**config.mk**
```make
export PLATFORM = sky130hd
export DESIGN_NAME = mem_arbiter_flat
export DESIGN_NICKNAME = d
export VERILOG_FILES = /design/src/rtl/mem_arbiter_pkg.sv /design/src/rtl/mem_arbiter_if.sv /design/src/rtl/mem_arbiter_rr_pick2.sv /design/src/rtl/mem_arbiter.sv /design/src/flat_wrapper.sv
export SDC_FILE = /design/constraint.sdc
export NUM_CORES = 1
export LEC_CHECK = 0
export ABC_AREA = 0
export BUFFER_PORTS_ARGS = -buffer_cell sky130_fd_sc_hd__clkbuf_2
export CAP_MARGIN = 40
export CORE_MARGIN = 3
export CORE_UTILIZATION = 27
export CTS_CLUSTER_DIAMETER = 50
export DETAILED_ROUTE_END_ITERATION = 8
export GPL_TIMING_DRIVEN = 0
export PLACE_DENSITY = 0.7
export SLEW_MARGIN = 20
export SYNTH_ARGS = -nofsm -noshare
export SYNTH_HDL_FRONTEND = slang
export SYNTH_HIERARCHICAL = 1
export SYNTH_SLANG_ARGS = --single-unit
export TNS_END_PERCENT = 5
```
**constraint.sdc**
```tcl
create_clock -name clk -period 1.5 [get_ports clk]
set_clock_uncertainty 0.1 [all_clocks]
set_input_delay 0.15 -clock clk [delete_from_list [all_inputs] [get_ports clk]]
set_output_delay 0.15 -clock clk [all_outputs]
set_load 0.02 [all_outputs]
```
**src/rtl/mem_arbiter_pkg.sv**
```systemverilog
// cache_definition: types shared by the caches, the SRAM controller and
// the memory arbiter.
//   cache_to_mem_type : request channel (addr, data, rw, valid)
//   mem_to_cache_type : response channel (data, ready)
//   arb_state_type    : arbiter FSM states
//   ARB_TIMEOUT_DEFAULT : default watchdog length in WAIT cycles
package cache_definition;

  typedef struct packed {
    logic [31:0] addr;
    logic [31:0] data;
    logic        rw;
    logic        valid;
  } cache_to_mem_type;

  typedef struct packed {
    logic [31:0] data;
    logic        ready;
  } mem_to_cache_type;

  typedef enum logic [1:0] {
    IDLE,
    ISSUE,
    WAIT
  } arb_state_type;

  localparam int ARB_TIMEOUT_DEFAULT = 16;

endpackage

```
**src/rtl/mem_arbiter_if.sv**
```systemverilog
// mem_arbiter_if: bundles both cache channels, the memory-side channel and
// the arbiter status outputs.
//   req0/rsp0     : I-cache request / response
//   req1/rsp1     : D-cache request / response
//   mem_req/rsp   : SRAM controller request / response
//   grant         : one-hot owner of the memory channel
//   busy          : transaction in flight
//   timeout_err   : sticky watchdog abort flag
// Modport slave is the arbiter's view; master is the environment's view.
interface mem_arbiter_if;
  import cache_definition::*;

  cache_to_mem_type req0;
  cache_to_mem_type req1;
  cache_to_mem_type mem_req;
  mem_to_cache_type rsp0;
  mem_to_cache_type rsp1;
  mem_to_cache_type mem_rsp;
  logic [1:0]       grant;
  logic             busy;
  logic             timeout_err;

  modport slave (
    input  req0, req1, mem_rsp,
    output rsp0, rsp1, mem_req, grant, busy, timeout_err
  );

  modport master (
    output req0, req1, mem_rsp,
    input  rsp0, rsp1, mem_req, grant, busy, timeout_err
  );

endinterface

```
**src/rtl/mem_arbiter_rr_pick2.sv**
```systemverilog
// rr_pick2: combinational two-way round-robin chooser.
//   i_valid0, i_valid1 : requests from port 0 / port 1
//   i_lastGrant        : port that owned the last transaction (0 or 1)
//   o_grant            : one-hot choice, 0 when nobody requests
module rr_pick2 (
  input  logic       i_valid0,
  input  logic       i_valid1,
  input  logic       i_lastGrant,
  output logic [1:0] o_grant
);

  // On a tie the port that was not served last time wins.
  always_comb begin
    o_grant = 2'b00;
    if (i_valid0 && i_valid1) begin
      o_grant = i_lastGrant ? 2'b01 : 2'b10;
    end else if (i_valid0) begin
      o_grant = 2'b01;
    end else if (i_valid1) begin
      o_grant = 2'b10;
    end
  end

endmodule

```
**src/rtl/mem_arbiter.sv**
```systemverilog
// mem_arbiter: shares one SRAM controller between the I-cache (port 0) and
// the D-cache (port 1) with round-robin fairness and a completion watchdog.
//   clk    : clock
//   rst    : synchronous active-low reset
//   io_bus : mem_arbiter_if.slave (both cache channels, memory channel,
//            grant, busy, timeout_err)
module mem_arbiter
  import cache_definition::*;
#(
  parameter int TIMEOUT_CYCLES = ARB_TIMEOUT_DEFAULT
) (
  input  logic           clk,
  input  logic           rst,
  mem_arbiter_if.slave   io_bus
);

  localparam logic [7:0] LAST_COUNT = 8'(TIMEOUT_CYCLES - 1);

  arb_state_type    r_state;
  arb_state_type    w_nextState;
  logic [31:0]      r_addr;
  logic [31:0]      r_data;
  logic             r_rw;
  logic [1:0]       r_grant;
  logic             r_lastGrant;
  logic [7:0]       r_count;
  logic             r_timeoutErr;

  logic [1:0]       w_pick;
  logic             w_complete;
  logic             w_abort;
  mem_to_cache_type w_rsp;
  mem_to_cache_type w_rsp0;
  mem_to_cache_type w_rsp1;
  cache_to_mem_type w_memReq;

  rr_pick2 u_pick (
    .i_valid0    (io_bus.req0.valid),
    .i_valid1    (io_bus.req1.valid),
    .i_lastGrant (r_lastGrant),
    .o_grant     (w_pick)
  );

  // Next state and response routing. The memory response is only looked at
  // in WAIT; a real response beats a watchdog abort in the same cycle.
  always_comb begin
    w_nextState    = r_state;
    w_complete     = 1'b0;
    w_abort        = 1'b0;
    w_rsp          = '0;
    w_rsp0         = '0;
    w_rsp1         = '0;
    w_memReq       = '0;
    w_memReq.addr  = r_addr;
    w_memReq.data  = r_data;
    w_memReq.rw    = r_rw;

    case (r_state)
      IDLE: begin
        if (w_pick != 2'b00) begin
          w_nextState = ISSUE;
        end
      end
      ISSUE: begin
        // Single-cycle pulse: a second cycle would start a second access.
        w_memReq.valid = 1'b1;
        w_nextState    = WAIT;
      end
      WAIT: begin
        if (io_bus.mem_rsp.ready) begin
          w_complete  = 1'b1;
          w_rsp.ready = 1'b1;
          w_rsp.data  = io_bus.mem_rsp.data;
          w_nextState = IDLE;
        end else if (r_count == LAST_COUNT) begin
          w_abort     = 1'b1;
          w_rsp.ready = 1'b1;
          w_nextState = IDLE;
        end
      end
      default: begin
        w_nextState = IDLE;
      end
    endcase

    if (r_grant[0]) begin
      w_rsp0 = w_rsp;
    end
    if (r_grant[1]) begin
      w_rsp1 = w_rsp;
    end
  end

  // State, latched request, ownership, fairness history, watchdog counter
  // and sticky error flag.
  always_ff @(posedge clk) begin
    if (!rst) begin
      r_state      <= IDLE;
      r_addr       <= '0;
      r_data       <= '0;
      r_rw         <= 1'b0;
      r_grant      <= 2'b00;
      r_lastGrant  <= 1'b1;
      r_count      <= '0;
      r_timeoutErr <= 1'b0;
    end else begin
      r_state <= w_nextState;
      case (r_state)
        IDLE: begin
          if (w_pick != 2'b00) begin
            r_grant <= w_pick;
            if (w_pick[0]) begin
              r_addr <= io_bus.req0.addr;
              r_data <= io_bus.req0.data;
              r_rw   <= io_bus.req0.rw;
            end else begin
              r_addr <= io_bus.req1.addr;
              r_data <= io_bus.req1.data;
              r_rw   <= io_bus.req1.rw;
            end
          end
        end
        ISSUE: begin
          r_count <= '0;
        end
        WAIT: begin
          if (w_complete || w_abort) begin
            r_grant     <= 2'b00;
            r_lastGrant <= r_grant[1];
            if (w_abort) begin
              r_timeoutErr <= 1'b1;
            end
          end else begin
            r_count <= r_count + 8'd1;
          end
        end
        default: begin
        end
      endcase
    end
  end

  assign io_bus.mem_req     = w_memReq;
  assign io_bus.rsp0        = w_rsp0;
  assign io_bus.rsp1        = w_rsp1;
  assign io_bus.grant       = r_grant;
  assign io_bus.busy        = (r_state != IDLE);
  assign io_bus.timeout_err = r_timeoutErr;

endmodule

```
**src/flat_wrapper.sv**
```systemverilog
// flat-port wrapper written by rule: the top's interface ports become plain ports
module mem_arbiter_flat import cache_definition::*;
#(
  parameter int TIMEOUT_CYCLES = ARB_TIMEOUT_DEFAULT
)
  (clk, rst, io_bus_req0, io_bus_req1, io_bus_mem_rsp, io_bus_rsp0, io_bus_rsp1, io_bus_mem_req, io_bus_grant, io_bus_busy, io_bus_timeout_err);
  mem_arbiter_if io_bus_i ();
  input  logic clk;
  input  logic rst;
  input wire logic [$bits(io_bus_i.req0)-1:0] io_bus_req0;
  input wire logic [$bits(io_bus_i.req1)-1:0] io_bus_req1;
  input wire logic [$bits(io_bus_i.mem_rsp)-1:0] io_bus_mem_rsp;
  output wire logic [$bits(io_bus_i.rsp0)-1:0] io_bus_rsp0;
  output wire logic [$bits(io_bus_i.rsp1)-1:0] io_bus_rsp1;
  output wire logic [$bits(io_bus_i.mem_req)-1:0] io_bus_mem_req;
  output wire logic [$bits(io_bus_i.grant)-1:0] io_bus_grant;
  output wire logic [$bits(io_bus_i.busy)-1:0] io_bus_busy;
  output wire logic [$bits(io_bus_i.timeout_err)-1:0] io_bus_timeout_err;
  assign io_bus_i.req0 = io_bus_req0;
  assign io_bus_i.req1 = io_bus_req1;
  assign io_bus_i.mem_rsp = io_bus_mem_rsp;
  assign io_bus_rsp0 = io_bus_i.rsp0;
  assign io_bus_rsp1 = io_bus_i.rsp1;
  assign io_bus_mem_req = io_bus_i.mem_req;
  assign io_bus_grant = io_bus_i.grant;
  assign io_bus_busy = io_bus_i.busy;
  assign io_bus_timeout_err = io_bus_i.timeout_err;
  mem_arbiter #(.TIMEOUT_CYCLES(TIMEOUT_CYCLES)) u_core (.clk(clk), .rst(rst), .io_bus(io_bus_i));
endmodule
```
==> results.tsv <==
stage	metric	value	unit
status	status	finished with violations	
status	failing checks	negative setup slack	
synthesis	Post-Syn Area	3946	sq um
synthesis	Synth area leader	dfxtp_1	
drt	DR pass1 iterations	4	
die	core region area	14100	sq um
global_routing	met3 GRT Util	5.137	%
min_path	Hold EP	u_core/r_addr[30]	
cts	Skew-Pair Late Insertion Delay	0.32	ns
die	# rows	43	
min_path	Worst Hold Depth	3	
sta	fmax	537.8	MHz
synthesis	mean post-synth cell area	8.868	sq um
critical_path	worst path required time	1.25	ns
synthesis	syn_nets	613	
synthesis	YS warnings	6	
min_path	Hold Path Class	primary input to flip-flop	
sta	setup slack after layout	-0.3594	ns
cts	clk slew on worst S/H paths	0.06	ns
sta	setup violators final	141	
finish	# diodes	0	
die	die area	16100	sq um
synthesis	Seq cells post-synth	79	
sta	Worst slew margin	55.39	%
drt	Routed WL	16.15	mm
power	PwrDens	922.9	nW/um^2
global_routing	total global-route track usage	18.53	%
global_routing	largest net degree at the start of global routing	14	
power	Leak	3.540	nW
min_path	hold path startpoint	io_bus_req1[64]	
synthesis	Syn Inst Count	445	
critical_path	arrival time worst endpoint	1.61	ns
sta	Min Hold Slack	0.04123	ns
finish	Area Overhead vs Synth	83.32	%
die	die height	126.9	um
drt	DR vias	4504	
global_routing	met2 GRT Util	34.34	%
critical_path	reg-to-reg setup timing slack	-0.30	ns
die	die width	126.9	um
job	max-cap viol count	0	
synthesis	Area contributors post-synth	dfxtp_1 40%, mux2i_1 16%, a211oi_1 13%, and2_1 11%, nor2_1 6.7%	
global_routing	grt ovf	0	
global_routing	initial antenna violation count	0	
drt	ANT nets after route	0	
cts	CTS root buf	clkbuf_16	
critical_path	kind of critical path	flip-flop to output port	
finish	design area	7234	sq um
synthesis	Netlist cell types	35	
critical_path	crit path max fanout	3	
drt	DRT iter0 DRCs	146	
place	Port-buffer cells	302	
place	pre-CTS setup slack	-0.6160	ns
global_routing	first-pass GRT wire length	23.72	mm
cts	# hold bufs at CTS	0	
synthesis	Post-synth EDFFs	0	
sta	Final Max Slew Viols	0	
cts	CTS tree	built	
critical_path	crit path capture type	output port	
global_routing	vias in the first global route	4491	
die	# IOs	303	
global_routing	grt met1 use	20.66	%
drt	via/cell ratio	4.726	
global_routing	GR peak layer	met2	
sta	Final Hold Viols	0	
sta	RSZ-0062 raised after global routing	true	
power	post-layout total power	6.676	mW
critical_path	r2r worst-path depth	7	
synthesis	sequential cell area fraction in the yosys report	40.08	%
cts	CTS max path bufs	2	
finish	share of post-route cells with drive strength above 1	58.86	%
synthesis	Post-synth top flop	dfxtp_1	
critical_path	Reg-to-Reg End	u_core/r_count[5]	
drt	drc violations	0	
place	DP Area	5761	sq um
synthesis	Async SR Flop Fraction	0	%
critical_path	Startpoint Class	flip-flop	
power	Max rail drop VDD	0.5988	mV
die	Initial Utilization	28.00	%
sta	part of the cycle the worst path needs	124.0	%
sta	fin crit period	1.859	ns
cts	Num Clock Sinks	79	
cts	CTS H-tree depth	3	
critical_path	r2r startpoint	u_core/r_count[0]	
synthesis	fraction of post-synthesis cell area in the top cell type by area	40.08	%
drt	drt wl/cell	16.95	um
sta	Worst Tran Pin Value	0.6692	ns
finish	Final Net Count	936	
place	DP Wirelength	12.06	mm
place	placer congestion estimate	0.7931	
cts	Num CTS Buffers	9	
## through the flow
stage / setup TNS, ns / util (%) / std cells
floorplan: -2.583 / - / 445
global placement: -44.30 / 40.87 / 927
global route: -37.08 / 51.32 / 953
finish: -26.79 / 51.32 / 953
detailed placement: -46.93 / 40.87 / 927
CTS: -32.93 / 48.90 / 949
## where the power goes
part	internal, mW	switching (mW)
logic	0.799	1.06
clock network	1.50	0.858
registers	2.33	0.133
total	4.63	2.05
## how the worst max path moves through the flow
stage | from | end | slack, ns | cells past startpoint
6_report | u_core/r_count[0] | io_bus_rsp1[0] | -0.36 | 7
5_1_grt | u_core/r_count[5] | io_bus_rsp1[0] | -0.43 | 5
4_1_cts | u_core/r_count[0] | io_bus_rsp1[0] | -0.38 | 7
3_5_place_dp | u_core/r_lastGrant | u_core/r_data[22] | -0.62 | 8
3_3_place_gp | u_core/r_lastGrant | u_core/r_data[16] | -0.61 | 8
2_1_floorplan | u_core/r_state[1] | u_core/r_count[5] | -0.1 | 5
## placed cells by master, fill, tap and decap left out, types with 10 or more instances in the layout
master     Yosys  layout
mux2i_1       65      60
nor2_1        70      67
buf_8          0      50
buf_6          0      15
and2_1        67      18
clkbuf_16      0      10
and2_4         0      49
a211oi_1      66      53
dfxtp_1       79      69
clkbuf_2       0     237
buf_4          2      15
clkbuf_8       0      19
a211oi_2       0      13
## cell type report
cell class | instances | area [sq um]
Inverter | 4 | 15.01
Tap cell | 180 | 225.2
Fill cell | 1340 | 6862
Timing Repair Buffer | 312 | 2188
Clock inverter | 6 | 83.83
Buffer | 41 | 424.2
Clock buffer | 10 | 239.0
Multi-Input combinational cell | 321 | 2455
Sequential cell | 79 | 1604
## worst max-delay path, cell delays in order, from the launching register on
cell     delay [ns]
dfxtp_4        0.36
ha_4           0.16
and3_4         0.15
buf_8          0.12
a21oi_4        0.15
nor2b_2        0.07
and2_4         0.16
buf_8          0.12
## repair_timing
action | in CTS | in global routing
buffers inserted | 4 | 3
gates cloned | 2 | 1
hold endpoints to repair | 0 | 0
resized for setup | 203 | 135
pin swaps | 26 | 55
endpoints found under the setup margin | 142 | 147
## synthesized netlist by cell type, types with 2 or more instances
master,number
buf_2,16
nor2_1,70
buf_4,2
and3_1,3
nand2_1,7
o22ai_1,3
nor2b_1,2
nor3b_1,3
a31oi_1,2
clkbuf_1,23
a211oi_1,66
nand3_1,6
nand4_1,2
and2_1,67
inv_1,4
a21oi_1,7
xnor2_1,2
mux2i_1,65
dfxtp_1,79
## per-layer routing
metal | share of wire [%] | routed length [um]
met2 | 53 | 8511
met3 | 8.4 | 1364
met5 | 0 | 0
met1 | 37 | 6014
met4 | 1.6 | 261
## flip-flops by register name (all words and copies together) (netlist names)
register	count
u_core/r_data	32
u_core/io_bus.timeout_err	1
u_core/r_state	2
u_core/r_lastGrant	1
u_core/r_count	8
u_core/r_addr	32
u_core/r_rw	1
u_core/io_bus.grant	2
## kinds of logic (layout without fill, tap and decap cells)
| group | after synthesis | count (layout) | share of synthesized area [%] |
|---|---|---|---|
| AO/OA/AOI/OAI | 86 | 86 | 15.89 |
| XOR/XNOR | 3 | 3 | 0.6659 |
| adder cells (fa/ha/maj) | 1 | 1 | 0.3170 |
| buffers and inverters | 45 | 373 | 4.978 |
| flip-flops | 79 | 79 | 40.08 |
| multiplexers | 65 | 65 | 16.49 |
| AND/OR/NAND/NOR | 166 | 166 | 21.59 |
(Power assumes the default switching activity.)
